File: src/rtl/spi_sclk_gen.sv
// SPI serial-clock generator: SCLK waveform plus shift/sample strobes.
// Finite bursts of NBITS bits; a guard interval follows each burst before DONE.
module spi_sclk_gen #(
  parameter int DIV_W = 10,
  parameter int CNT_W = 6
) (
  input  logic             CLK,
  input  logic             NRST,
  input  logic             START,
  input  logic             ABORT,
  input  logic [DIV_W-1:0] HALF_DIV,
  input  logic [CNT_W-1:0] NBITS,
  input  logic             CPOL,
  input  logic             CPHA,
  output logic             SCLK,
  output logic             SHIFT_STB,
  output logic             SAMPLE_STB,
  output logic             BUSY,
  output logic             DONE
);

  typedef enum logic [1:0] {
    S_IDLE,
    S_RUN,
    S_GUARD
  } state_t;

  localparam logic [DIV_W-1:0] ONE_D = DIV_W'(1);
  localparam logic [CNT_W:0]   ONE_E = (CNT_W+1)'(1);

  state_t           r_state;
  logic [DIV_W-1:0] r_half;
  logic [DIV_W-1:0] r_hcnt;
  logic [CNT_W-1:0] r_nbits;
  logic [CNT_W:0]   r_ecnt;
  logic             r_cpol;
  logic             r_cpha;
  logic             r_sclk;
  logic             r_shift;
  logic             r_sample;
  logic             r_busy;
  logic             r_done;

  logic             w_idle;
  logic             w_accept;
  logic [DIV_W-1:0] w_half_in;
  logic [DIV_W-1:0] w_h;
  logic [DIV_W-1:0] w_c;
  logic [DIV_W-1:0] w_cnext;
  logic             w_tick;
  logic [CNT_W:0]   w_enext;
  logic [CNT_W:0]   w_elast;
  logic             w_final;
  logic             w_lead;
  logic             w_cpha;
  logic             w_shift;
  logic             w_sample;

  // The accepting edge counts as half-counter step 0, so with H=1 the
  // first SCLK transition is already registered on that edge. In IDLE the
  // step is evaluated against the live inputs about to be latched.
  assign w_idle    = (r_state == S_IDLE);
  assign w_accept  = w_idle & START & (NBITS != '0);
  assign w_half_in = (HALF_DIV == '0) ? ONE_D : HALF_DIV;
  assign w_h       = w_idle ? w_half_in : r_half;
  assign w_c       = w_idle ? '0 : r_hcnt;
  assign w_tick    = (w_c == (w_h - ONE_D));
  assign w_cnext   = w_tick ? '0 : (w_c + ONE_D);

  // Edge bookkeeping: odd edges lead, edge 2N is the last one.
  assign w_enext = (w_idle ? '0 : r_ecnt) + ONE_E;
  assign w_elast = w_idle ? {NBITS, 1'b0} : {r_nbits, 1'b0};
  assign w_final = (w_enext == w_elast);
  assign w_lead  = w_enext[0];
  assign w_cpha  = w_idle ? CPHA : r_cpha;

  // Strobe decode for the edge being registered this cycle.
  assign w_shift  = w_tick & (w_cpha ? w_lead : (~w_lead & ~w_final));
  assign w_sample = w_tick & (w_cpha ? ~w_lead : w_lead);

  // Burst state machine with registered SCLK, strobes, BUSY and DONE.
  always_ff @(posedge CLK) begin
    if (!NRST) begin
      r_state  <= S_IDLE;
      r_half   <= '0;
      r_hcnt   <= '0;
      r_nbits  <= '0;
      r_ecnt   <= '0;
      r_cpol   <= 1'b0;
      r_cpha   <= 1'b0;
      r_sclk   <= 1'b0;
      r_shift  <= 1'b0;
      r_sample <= 1'b0;
      r_busy   <= 1'b0;
      r_done   <= 1'b0;
    end else begin
      r_shift  <= 1'b0;
      r_sample <= 1'b0;
      r_done   <= 1'b0;
      unique case (r_state)
        S_IDLE: begin
          r_sclk <= CPOL;
          r_busy <= 1'b0;
          r_hcnt <= '0;
          r_ecnt <= '0;
          if (w_accept) begin
            r_state  <= S_RUN;
            r_half   <= w_half_in;
            r_nbits  <= NBITS;
            r_cpol   <= CPOL;
            r_cpha   <= CPHA;
            r_busy   <= 1'b1;
            r_hcnt   <= w_cnext;
            r_shift  <= w_shift;
            r_sample <= w_sample;
            if (w_tick) begin
              r_sclk <= ~CPOL;
              r_ecnt <= w_enext;
            end
          end
        end
        S_RUN: begin
          if (ABORT) begin
            r_state <= S_IDLE;
            r_sclk  <= r_cpol;
            r_busy  <= 1'b0;
            r_hcnt  <= '0;
            r_ecnt  <= '0;
          end else begin
            r_hcnt   <= w_cnext;
            r_shift  <= w_shift;
            r_sample <= w_sample;
            if (w_tick) begin
              r_ecnt <= w_enext;
              r_sclk <= ~r_sclk;
              if (w_final) begin
                r_state <= S_GUARD;
                r_sclk  <= r_cpol;
                r_hcnt  <= '0;
                r_ecnt  <= '0;
              end
            end
          end
        end
        S_GUARD: begin
          r_sclk <= r_cpol;
          if (ABORT) begin
            r_state <= S_IDLE;
            r_busy  <= 1'b0;
            r_hcnt  <= '0;
            r_ecnt  <= '0;
          end else if (w_tick) begin
            r_state <= S_IDLE;
            r_busy  <= 1'b0;
            r_done  <= 1'b1;
            r_hcnt  <= '0;
          end else begin
            r_hcnt <= w_cnext;
          end
        end
        default: begin
          r_state <= S_IDLE;
          r_busy  <= 1'b0;
          r_hcnt  <= '0;
          r_ecnt  <= '0;
        end
      endcase
    end
  end

  assign SCLK       = r_sclk;
  assign SHIFT_STB  = r_shift;
  assign SAMPLE_STB = r_sample;
  assign BUSY       = r_busy;
  assign DONE       = r_done;

endmodule

File: config.mk
export PLATFORM = sky130hd
export DESIGN_NAME = spi_sclk_gen
export DESIGN_NICKNAME = d
export VERILOG_FILES = /design/src/rtl/spi_sclk_gen.sv
export SDC_FILE = /design/constraint.sdc
export NUM_CORES = 1
export LEC_CHECK = 0
export CORE_ASPECT_RATIO = 0.6
export CORE_MARGIN = 2
export CORE_UTILIZATION = 57
export CTS_CLUSTER_SIZE = 28
export DETAILED_ROUTE_END_ITERATION = 10
export GPL_TIMING_DRIVEN = 0
export PLACE_DENSITY = 0.91
export REMOVE_ABC_BUFFERS = 1
export SETUP_SLACK_MARGIN = 0.3
export SLEW_MARGIN = 30
export SYNTH_ARGS = -nofsm -noshare
export SYNTH_HDL_FRONTEND = slang
export SYNTH_SLANG_ARGS = --single-unit
File: constraint.sdc
create_clock -name CLK -period 4.6 [get_ports CLK]
set_input_delay 0.46 -clock CLK [delete_from_list [all_inputs] [get_ports CLK]]
set_output_delay 0.46 -clock CLK [all_outputs]
set_load 0.05 [all_outputs]
Word-level counts from Yosys, hierarchy flattened:

Cells that the tools add are included.

* output and inout port bits: 5
* flip-flop bits (word level): 42
* logic and storage cells: 94

* add/subtract/negate cells: 3
* muxes and demuxes: 48
* reductions and logical operators: 10
* bitwise operators: 11
* equal/unequal tests: 10

Operators by type and width (number)
* 10-bit 2-to-1 mux: 10
* 7-bit 2-to-1 mux: 8
* 10-bit case mux with 3 select lines: 1
* 7-bit case mux with 3 select lines: 1
* 1-bit 2-to-1 mux: 17
* 2-bit 2-to-1 mux: 6
* 10-bit by 1-bit adder with 10-bit output (second input constant): 1
* 10-bit equality test: 1
* 10-bit zero test: 1
* 10-bit by 1-bit subtractor with 10-bit output (second input constant): 1
* 3-bit != test (second input constant): 3
* 2-bit AND reduction: 4
* 7-bit by 1-bit adder with 7-bit output (second input constant): 1
* 7-bit equality test: 1
* 1-bit NOT: 6
* 1-bit case mux with 3 select lines: 2
* 2-bit case mux with 3 select lines: 1
* 6-bit nonzero test: 1
* 1-bit AND: 5
* 2-bit != test (second input constant): 2
* 1-bit case mux with 2 select lines: 2
* 4-bit AND reduction: 1
* 3-bit nonzero test: 1
* 3-bit OR reduction: 1
* other kinds (4): 4

Logic depth before layout (Yosys ltp):

Gate-level depths: netlist (run 1).

* depth after elaboration: 10
* mapped depth: 18

Worst setup path before layout (run 1):

OpenSTA, ideal clock, no wires.

* path type: flip-flop to flip-flop
* from: reg r_state[0]
* to: reg r_hcnt[3]
* arrival: 3.763 ns
* setup slack: 0.764 ns
* path buffers: 6
* stages on the path, launching flop included: 19
* clock period less this slack: 3.836 ns
* cell sequence: dfxtp_1 -> inv_1 -> ha_1 -> buf_2 -> buf_4 -> buf_4 -> buf_2 -> mux2i_1 -> ha_1 -> buf_4 -> or4b_4 -> o31a_1 -> o21ai_0 -> a211oi_2 -> nand3_2 -> nor2_1 -> or4_1 -> buf_4 -> nor3_2

* longest elaborated chain between the ends: 9
* elaborated cells on any way between the ends: 22
* those cells by class: 3 x add/sub; 4 x eq/ne; 12 x mux; 2 x bitwise; 1 x reduce/logical

Ends and longest elaborated chain
* start, declared: line 31 `state_t r_state;`
* start signal, assigned: line 84 `r_state <= S_IDLE;`
* start signal, assigned: line 107 `r_state <= S_RUN;`
* start signal, assigned: line 124 `r_state <= S_IDLE;`
* 2-bit zero test: line 62, 100
* 10-bit 2-to-1 mux: line 65 `assign w_h = w_idle ? w_half_in : r_half;`
* 10-bit by 1-bit subtractor with 10-bit output: line 67 `assign w_tick = (w_c == (w_h - ONE_D));`
* 10-bit equality test: line 67
* 10-bit 2-to-1 mux: line 68 `assign w_cnext = w_tick ? '0 : (w_c + ONE_D);`
* 10-bit 2-to-1 mux: line 136 `if (w_final) begin`
* 10-bit 2-to-1 mux: line 133 `if (w_tick) begin`
* 10-bit 2-to-1 mux: line 123 `if (ABORT) begin`
* 10-bit case mux with 3 select lines *: line 100 `unique case (r_state)`
* end signal, assigned: line 113 `r_hcnt <= w_cnext;`
* end signal, assigned: line 130 `r_hcnt <= w_cnext;`
* end signal, assigned: line 158 `r_hcnt <= w_cnext;`
* end, declared: line 33 `logic [DIV_W-1:0] r_hcnt;`

Mark *: on every way between the ends. The rest lies on a longest branch, timed or not.
A chain may end at the register's enable or synchronous reset.

Worst setup path in the final report (run 1):

* from: in HALF_DIV[3]
* to: reg r_ecnt[5]

* longest elaborated chain between the ends: 8
* elaborated cells on any way between the ends: 10
* those cells by class: 1 x add/sub; 2 x eq/ne; 5 x mux; 2 x reduce/logical

Ends and longest elaborated chain
* start, declared: line 11 `input logic [DIV_W-1:0] HALF_DIV,`
* 10-bit zero test: line 64 `assign w_half_in = (HALF_DIV == '0) ? ONE_D : HALF_DIV;`
* 10-bit 2-to-1 mux *: line 64
* 10-bit 2-to-1 mux *: line 65
* 10-bit by 1-bit subtractor with 10-bit output *: line 67
* 10-bit equality test *: line 67
* 7-bit 2-to-1 mux: line 116 `if (w_tick) begin`
* 7-bit 2-to-1 mux: line 106 `if (w_accept) begin`
* 7-bit case mux with 3 select lines: line 100
* end signal, assigned: line 118 `r_ecnt <= w_enext;`
* end signal, assigned: line 134 `r_ecnt <= w_enext;`
* end, declared: line 35 `logic [CNT_W:0] r_ecnt;`

Marked as above.

==> results.sh, run 1 <==
export IMPL_area_growth_pct=15.4
export IMPL_cts_tree="built"
export IMPL_syn_area_um2=2780
export IMPL_cp_arrival_ns=4.43
export IMPL_worst_slew_margin_rel_pct=45.3
export IMPL_ir_worst_vdd_mv=0.407
export IMPL_grt_max_degree=33
export IMPL_fin_worst_skew_ns=0.00817
export IMPL_cp_data_required_time_ns=4.84
export IMPL_vias=2901
export IMPL_p_comb_share_pct=58.5
export IMPL_ant_nets=0
export IMPL_ys_types=59
export IMPL_muxShareOfSynthArea_pct=2.56
export IMPL_drive_gt1_share_pct=9.07
export IMPL_portBuffers=26
export IMPL_numCtsBuffers=5
export IMPL_hold_viol=0
export IMPL_p_clk_share_pct=13.9
export IMPL_place_gp_congestion=0.908
export IMPL_synth_compound_area_share_pct=21.3
export IMPL_cts_htree_levels=2
export IMPL_synth_edf_count=0
export IMPL_first_pass_iters=9
export IMPL_synth_top_family_by_area="simple AND/OR/NAND/NOR gates"
export IMPL_pre_cts_ws_ns=0.122
export IMPL_synthAdderAreaFrac_pct=3.15
export IMPL_postCtsHoldBufs=0
export IMPL_wl_per_cell_um=17.5
export IMPL_tightest_slew_ns=0.820
export IMPL_power_leakage_nw=1.13
export IMPL_synth_warnings=0
export IMPL_core_um2=4640
export IMPL_p_switching_mw=0.794
export IMPL_ys_ff_latch=42
export IMPL_grt_pass1_wl_mm=12.2
export IMPL_yosys_area_share_simple_pct=27.1
export IMPL_drc=0
export IMPL_slew_viol_final=0
export IMPL_ys_flop_type="dfxtp_1"
export IMPL_rsz0062_at_grt="false"
export IMPL_ctsLongestPathBuffers=2
export IMPL_async_flop_share_pct=0
export IMPL_hpwl_mm=5.40
export IMPL_internal_power_mw=0.930
export IMPL_crit_chain="clkdlybuf4s50_1 -> nor4_2 -> a311oi_2 -> or2_2 -> ha_2 -> xor3_1 -> a211oi_1 -> o21ai_0 -> a211oi_2 -> and4_1 -> nand2_1 -> or3_1 -> o21ai_1"
export IMPL_switching_share_pct=46.0
export IMPL_critPathTopFamily="simple AND/OR/NAND/NOR gates"
export IMPL_cts_sinks=42
export IMPL_criticalPathCategory="in -> reg"
export IMPL_finalSetupViolations=0
export IMPL_ys_seq_area_share_pct=30.2
export IMPL_synth_top_cell_area_share_pct=30.2
export IMPL_final_nets=403
export IMPL_worst_slack_ns=0.408
export IMPL_synth_xor_area_share_pct=10.5
export IMPL_die_y_um=58.1
export IMPL_syn_instance_count=356
export IMPL_netlist_top_cells_area="dfxtp_1, nand2_1, xnor2_1"
export IMPL_cp_buffers_inverters=1
export IMPL_seqPwrFrac_pct=27.6
export IMPL_min_period_ns=4.19
export IMPL_cp_end_kind="register"
export IMPL_max_freq_mhz=239
export IMPL_power_density_nw_per_um2=537
export IMPL_via_per_inst=6.62
export IMPL_status="complete, no violations"
export IMPL_cpPeakStageDelay_ns=0.59
export IMPL_grt_use_total_pct=28.6
export IMPL_yosys_area_top_type="dfxtp_1"
export IMPL_start_util_pct=60.1
export IMPL_min_period_over_period_pct=91.1
export IMPL_cp_start_kind="input port"
export IMPL_hp_class="reg -> reg"
export IMPL_holdWs_ns=0.470
export IMPL_drt_iter0_drc=513
export IMPL_wirelength_mm=7.68
export IMPL_fillerInstances=359
export IMPL_critPathSlowestCell="nor4_2"
export IMPL_cts_root_buffer="clkbuf_8"
export IMPL_synth_avg_cell_area_um2=7.82
export IMPL_grt_pass1_vias=2581
export IMPL_num_rows=19
export IMPL_grt_overflow=0
export IMPL_synthTopCellsByCount="nand2_1, dfxtp_1, nor2_1, a21oi_1, xnor2_1"
export IMPL_synth_most_common_cell="nand2_1"
export IMPL_clk_pin_slew_ns=0.08
export IMPL_n_antenna_cell=0
export IMPL_ios=27
export IMPL_antenna_found_initial=0
export IMPL_clock_latency_ns=0.31
export IMPL_max_cap_viol_count=0
export IMPL_path_max_fanout=7
export IMPL_die_area_um2=5480
export IMPL_die_w_um=94.2
## power groups by stage
stage	Sequential (mW)	Clock (mW)	Combinational [mW]
after floorplan	0.495	0	0.620
after global placement	0.476	0	0.825
after detailed placement	0.480	0	0.899
after CTS	0.471	0.239	0.925
after global routing	0.480	0.259	1.09
final	0.476	0.241	1.01
## timing repair
item | CTS | global route
endpoints found under the hold margin | 0 | 0
gates cloned | 0 | 0
setup buffers | 0 | 4
pin swaps | 0 | 0
gates resized for setup | 2 | 5
setup endpoints to repair | 17 | 24
## placed cells by master (no fill, tap or decap), types with 9 or more instances in the layout
master	instances
dfxtp_1	42
clkdlybuf4s50_1	26
a21oi_1	25
xnor2_1	18
inv_1	12
o21ai_0	16
nor2_1	26
nand2_1	53
xor2_1	10
nor2b_1	9
nand3_1	13
a31oi_1	9
## tightest hold or removal path, stage by stage (launching register included)
cell,delay (ns)
dfxtp_1,0.32
nand2_1,0.05
a21oi_1,0.05
## logic make-up (layout without fill, tap and decap cells)
logic type | after synthesis | in the layout
muxes | 7 | 7
adders and majority gates | 7 | 7
xor gates and xnor gates | 30 | 30
buffers and inverters | 33 | 52
and+or+nand+nor | 147 | 147
AOI/OAI and AO/OA | 90 | 90
DFF | 42 | 42
## path summary, 6_finish.rpt
| path | start | end | slack, ns | cells after the start |
|---|---|---|---|---|
| worst max register to register | r_state[0] | r_ecnt[5] | 0.57 | 15 |
| worst max-delay path | HALF_DIV[3] | r_ecnt[5] | 0.41 | 13 |
| worst min-delay path | r_half[9] | r_half[9] | 0.47 | 2 |
| worst min register to register | r_half[9] | r_half[9] | 0.47 | 2 |
## routing by layer
metal / routed length (um) / global-route usage (%) / vias up
li1: - / - / 1314
met1: 3320 / 41.9 / 1301
met2: 3060 / 39.9 / 240
met3: 1030 / 8.58 / 46
met4: 268 / 10.1 / 0
met5: 0 / 0 / -
## stage by stage
step,setup TNS (ns),util [%],power (mW),area (um^2),std cells
floorplan,0,-,1.12,2690,336
global placement,-16.68,65.3,1.30,3030,425
detailed placement,0,65.9,1.38,3060,426
CTS,0,68.1,1.63,3160,434
global route,0,69.3,1.83,3210,438
finish,0,69.3,1.72,3210,438
## registers in the layout, indices dropped and copies added, names as in the netlist
name	cells
r_ecnt	7
SCLK	1
r_cpha	1
r_cpol	1
DONE	1
BUSY	1
SAMPLE_STB	1
r_state	2
r_hcnt	10
r_half	10
SHIFT_STB	1
r_nbits	6
## cell type report
cell class,instances,area (um^2),area share [%]
timing repair buffer,31,318,9.89
clock inverter,2,13.8,0.429
tap,63,78.8,2.45
multi-input combinational,281,1840,57.1
clock buffer,6,72.6,2.26
inverter,13,52.6,1.64
sequential,42,841,26.2
Note: power is estimated with default switching activity, not from simulation.
==> inputs of run 2 (changes only) <==
SETUP_SLACK_MARGIN = 0.5   (was 0.3)
TNS_END_PERCENT = 10   (was unset)
==> run 2 against run 1 <==
  * Sequential share of layout area is 0.20 points lower
  * Register-to-register slack better by 0.11 ns
  * Setup slack better by 0.18 ns
  * Flip-flop and latch count stayed put
  * Final cell count stayed put
  * Combinational power hardly changed
==> results.sh, run 2 (same netlist as run 1, synthesis figures left out) <==
export IMPL_status="complete, no violations"
export IMPL_critPathSlowestCell="clkdlybuf4s50_1"
export IMPL_die_w_um=94.2
export IMPL_min_period_ns=4.01
export IMPL_cts_sinks=42
export IMPL_area_growth_pct=16.3
export IMPL_cp_start_kind="input port"
export IMPL_drive_gt1_share_pct=9.87
export IMPL_hp_class="reg -> reg"
export IMPL_switching_share_pct=46.5
export IMPL_top_regs="r_half x10, r_hcnt x10, r_ecnt x7"
export IMPL_p_switching_mw=0.801
export IMPL_start_util_pct=60.1
export IMPL_postCtsHoldBufs=0
export IMPL_via_per_inst=6.58
export IMPL_grt_pass1_vias=2598
export IMPL_p_total_mw=1.72
export IMPL_grt_pass1_wl_mm=12.3
export IMPL_internal_power_mw=0.920
export IMPL_numCtsBuffers=5
export IMPL_cp_end_kind="register"
export IMPL_p_clk_share_pct=13.9
export IMPL_regArea_um2=841
export IMPL_seqPwrFrac_pct=27.7
export IMPL_cts_root_buffer="clkbuf_8"
export IMPL_final_nets=403
export IMPL_utilization_pct=69.8
export IMPL_cpPeakStageDelay_ns=0.54
export IMPL_die_area_um2=5480
export IMPL_ios=27
export IMPL_n_antenna_cell=0
export IMPL_clk_pin_slew_ns=0.08
export IMPL_multi_input_area_um2=1860
export IMPL_fillerInstances=354
export IMPL_grt_max_degree=33
export IMPL_ctsLongestPathBuffers=2
export IMPL_ir_worst_vdd_mv=0.410
export IMPL_clock_latency_ns=0.30
export IMPL_power_leakage_nw=1.14
export IMPL_final_common_cell="nand2_1"
export IMPL_slew_viol_final=0
export IMPL_wl_per_cell_um=17.6
export IMPL_first_pass_iters=6
export IMPL_cp_arrival_ns=4.25
export IMPL_portBuffers=26
export IMPL_ant_nets=0
export IMPL_grt_use_total_pct=28.9
export IMPL_crit_chain="clkdlybuf4s50_1 -> nor3_2 -> a311oi_2 -> or2_2 -> ha_2 -> xor3_1 -> a211oi_1 -> o21ai_0 -> a211oi_2 -> and4_2 -> nand2_1 -> or3_1 -> o21ai_1"
export IMPL_hold_viol=0
export IMPL_vias=2880
export IMPL_pre_cts_ws_ns=0.122
export IMPL_tightest_slew_ns=0.829
export IMPL_cts_htree_levels=2
export IMPL_place_gp_congestion=0.908
export IMPL_fin_worst_skew_ns=0.00395
export IMPL_min_period_over_period_pct=87.3
export IMPL_num_rows=19
export IMPL_max_freq_mhz=249
export IMPL_grt_overflow=0
export IMPL_drc=0
export IMPL_core_um2=4640
export IMPL_p_comb_share_pct=58.4
export IMPL_cts_tree="built"
export IMPL_cp_data_required_time_ns=4.83
export IMPL_place_area_um2=3060
export IMPL_wirelength_mm=7.73
export IMPL_rsz0062_at_grt="false"
export IMPL_finalSetupViolations=0
export IMPL_stdcell_area_um2=3240
export IMPL_worst_slack_ns=0.586
export IMPL_die_y_um=58.1
export IMPL_worst_slew_margin_rel_pct=44.7
export IMPL_hpwl_mm=5.40
export IMPL_antenna_found_initial=0
export IMPL_path_max_fanout=7
export IMPL_drt_iter0_drc=503
export IMPL_layout_common_cells="nand2_1, dfxtp_1, nor2_1, a21oi_1, clkdlybuf4s50_1"
export IMPL_max_cap_viol_count=0
export IMPL_criticalPathCategory="in -> reg"
export IMPL_power_density_nw_per_um2=532
==> run 2: cell types whose count changed in the layout (fill, tap and decap cells not counted) <==
cell             delta
a31oi_2             +1
nor4_1              -1
clkdlybuf4s50_1     -1
and4_2              +1
dlymetal6s2s_1      +1
nor4_4              +1
a31oi_1             -1
and4_1              -1
==> run 2: area by class of cell <==
| cell class | instances | share of cell area, % |
|---|---|---|
| well taps | 63 | 2.44 |
| clock buffers | 6 | 2.24 |
| multi-input cells | 281 | 57.4 |
| inverters | 13 | 1.62 |
| repair buffers | 31 | 9.90 |
| clock inverters | 2 | 0.425 |
| flip-flops and latches | 42 | 26.0 |
==> run 2: stage by stage <==
stage / hold WS (ns) / TNS [ns] / std cells
2_1_floorplan: 0.437 / 0 / 336
3_3_place_gp: 0.448 / -16.68 / 425
3_5_place_dp: 0.462 / 0 / 426
4_1_cts: 0.473 / 0 / 435
5_1_grt: 0.501 / 0 / 438
6_report: 0.470 / 0 / 438
==> run 2: worst paths after layout <==
kind | to | slack (ns) | start | cells past startpoint
setup reg to reg | r_ecnt[5] | 0.68 | r_state[0] | 15
hold reg to reg | r_half[9] | 0.47 | r_half[9] | 2
setup / recovery | r_ecnt[5] | 0.59 | HALF_DIV[7] | 13
hold / removal | r_half[9] | 0.47 | r_half[9] | 2
==> run 2: worst max-delay path: cells and delay by family <==
| family | cells | cell delay, ns |
|---|---|---|
| AOI/OAI and AO/OA | 5 | 0.98 |
| and+or+nand+nor | 5 | 1.65 |
| buffers and inverters | 1 | 0.54 |
| adders and majority gates | 1 | 0.25 |
| xor gates and xnor gates | 1 | 0.36 |
==> run 2: power groups by stage <==
stage	clock (mW)	combinational, mW	sequential (mW)
2_1_floorplan	0	0.620	0.495
5_1_grt	0.259	1.08	0.481
3_3_place_gp	0	0.825	0.476
3_5_place_dp	0	0.899	0.480
4_1_cts	0.239	0.942	0.471
6_report	0.240	1.00	0.476
==> run 2: metal layers <==
| layer | global-route usage, % | vias to the layer above | wire (um) |
|---|---|---|---|
| li1 | - | 1312 | - |
| met1 | 41.9 | 1315 | 3350 |
| met2 | 40.7 | 218 | 3140 |
| met3 | 8.58 | 35 | 1040 |
| met4 | 10.1 | 0 | 206 |
| met5 | 0 | - | 0 |
==> run 2: timing repair <==
action / 4_1_cts / 5_1_grt
resized for setup: 5 / 7
setup endpoints to repair: 24 / 24
setup buffers: 1 / 3
pin swaps: 0 / 2
==> inputs of run 3 (changes only) <==
CORE_ASPECT_RATIO = 1.25   (was 0.6)
==> run 3 against run 2 <==
  * Cell area hardly changed
  * Clock skew increased by 0.0054 ns
  * First-iteration DRC count decreased by 48%
  * Core utilization fell by 1.3 points
  * Via count is 5.2% lower
  * Combinational power about the same
  * Clock power rose by 22%
  * Setup slack better by 0.020 ns
  * Sequential share of layout area hardly changed
  * Flip-flop and latch count is the same
  * Critical endpoint unchanged
==> results.sh, run 3 (same netlist as run 1, synthesis figures left out) <==
export IMPL_status="complete, no violations"
export IMPL_max_freq_mhz=250
export IMPL_grt_pass1_vias=2608
export IMPL_cp_arrival_ns=4.24
export IMPL_drive_gt1_share_pct=9.36
export IMPL_fin_worst_skew_ns=0.00931
export IMPL_top_regs="r_half x10, r_hcnt x10, r_ecnt x7"
export IMPL_grt_pass1_wl_mm=11.3
export IMPL_ios=27
export IMPL_n_antenna_cell=0
export IMPL_path_max_fanout=7
export IMPL_utilization_pct=68.5
export IMPL_grt_use_total_pct=26.4
export IMPL_cts_htree_levels=2
export IMPL_slew_viol_final=0
export IMPL_num_rows=28
export IMPL_ir_worst_vdd_mv=0.275
export IMPL_r2r_start="r_state[1]"
export IMPL_min_period_ns=3.99
export IMPL_place_gp_congestion=0.922
export IMPL_clk_pin_slew_ns=0.09
export IMPL_layout_common_cells="nand2_1, dfxtp_1, nor2_1, a21oi_1, clkdlybuf4s50_1"
export IMPL_switching_share_pct=43.8
export IMPL_area_growth_pct=16.4
export IMPL_criticalPathCategory="in -> reg"
export IMPL_via_per_inst=6.29
export IMPL_worstReg2RegEnd="r_ecnt[5]"
export IMPL_power_density_nw_per_um2=534
export IMPL_finalSetupViolations=0
export IMPL_final_common_cell="nand2_1"
export IMPL_max_cap_viol_count=0
export IMPL_drt_iter0_drc=263
export IMPL_rsz0062_at_grt="true"
export IMPL_seqPwrFrac_pct=27.2
export IMPL_hpwl_mm=4.80
export IMPL_antenna_found_initial=0
export IMPL_r2r_setup_slack_ns=0.69
export IMPL_wl_per_cell_um=15.7
export IMPL_stdcell_count=434
export IMPL_power_leakage_nw=1.16
export IMPL_holdPathEnd="BUSY"
export IMPL_cts_root_buffer="clkbuf_8"
export IMPL_hold_depth=2
export IMPL_fillerInstances=401
export IMPL_holdWs_ns=0.472
export IMPL_first_pass_iters=5
export IMPL_clock_latency_ns=0.30
export IMPL_internal_power_mw=0.972
export IMPL_ff2ff_path_depth=15
export IMPL_die_w_um=66.5
export IMPL_vias=2729
export IMPL_die_area_um2=5460
export IMPL_hold_start="BUSY"
export IMPL_final_nets=402
export IMPL_ctsLongestPathBuffers=2
export IMPL_tightest_slew_ns=0.968
export IMPL_cts_sinks=42
export IMPL_cp_data_required_time_ns=4.84
export IMPL_hold_viol=0
export IMPL_cp_end_kind="register"
export IMPL_dp_cells=423
export IMPL_core_um2=4730
export IMPL_p_comb_share_pct=56.0
export IMPL_hp_class="reg -> reg"
export IMPL_p_clk_share_pct=16.8
export IMPL_start_util_pct=58.9
export IMPL_cp_start_kind="input port"
export IMPL_grt_overflow=0
export IMPL_grt_max_degree=31
export IMPL_p_switching_mw=0.759
export IMPL_portBuffers=26
export IMPL_min_period_over_period_pct=86.8
export IMPL_drc=0
export IMPL_worst_slew_margin_rel_pct=35.3
export IMPL_wirelength_mm=6.82
export IMPL_p_total_mw=1.73
export IMPL_ant_nets=0
export IMPL_cts_tree="built"
export IMPL_numCtsBuffers=5
export IMPL_die_y_um=82.1
==> run 3: final cells by class <==
cell class | instances | area [um^2] | area share, %
Sequential cell | 42 | 841 | 26.0
Clock inverter | 3 | 40.0 | 1.24
Timing Repair Buffer | 30 | 315 | 9.73
Tap cell | 60 | 75.1 | 2.32
Clock buffer | 5 | 68.8 | 2.12
Inverter | 13 | 52.6 | 1.62
Multi-Input combinational cell | 281 | 1850 | 57.0
==> run 3: routing by layer <==
| layer | vias up | part of all wire [%] | global-route usage, % |
|---|---|---|---|
| met2 | 107 | 53 | 50.3 |
| met1 | 1295 | 39 | 27.8 |
| met3 | 16 | 5.3 | 4.47 |
| met5 | - | 0 | 0 |
| met4 | 0 | 2.1 | 12.7 |
| li1 | 1311 | - | - |
==> run 3: stage by stage <==
step / setup WS, ns / TNS (ns) / area [um^2]
6_report: 0.606 / 0 / 3240
5_1_grt: 0.485 / 0 / 3240
4_1_cts: 0.551 / 0 / 3210
3_3_place_gp: -0.825 / -16.44 / 3020
2_1_floorplan: 0.0853 / 0 / 2690
3_5_place_dp: -0.0131 / -0.0131 / 3050
==> run 3: how the worst max path moves through the flow <==
stage | end | cells past startpoint | startpoint
floorplan | r_hcnt[3] | 14 | r_state[0]
global placement | r_hcnt[3] | 14 | r_state[0]
detailed placement | SHIFT_STB | 13 | HALF_DIV[7]
CTS | SHIFT_STB | 13 | HALF_DIV[3]
global route | r_ecnt[5] | 13 | HALF_DIV[6]
finish | r_ecnt[5] | 13 | HALF_DIV[6]
==> run 3: critical path: stages <==
cell and delay, ns:
clkdlybuf4s50_1 0.56, nor4_4 0.43, a311oi_2 0.16, or2_2 0.31, ha_2 0.26, xor3_1 0.36, a211oi_1 0.23, o21ai_0 0.14
a211oi_2 0.33, and4_2 0.31, nand2_1 0.14, or3_1 0.41, o21ai_1 0.14
==> run 3: power by group through the flow <==
stage	combinational, mW	clock [mW]	sequential (mW)
2_1_floorplan	0.620	0	0.495
3_3_place_gp	0.822	0	0.475
3_5_place_dp	0.890	0	0.477
4_1_cts	0.941	0.293	0.469
5_1_grt	1.05	0.309	0.477
6_report	0.969	0.292	0.471
==> run 3: timing repair <==
action | in CTS | in global routing
gates cloned | 0 | 0
endpoints found under the setup margin | 24 | 8
gates resized for setup | 7 | 6
pin swaps | 1 | 1
buffers inserted | 2 | 1
hold buffers | 0 | 0
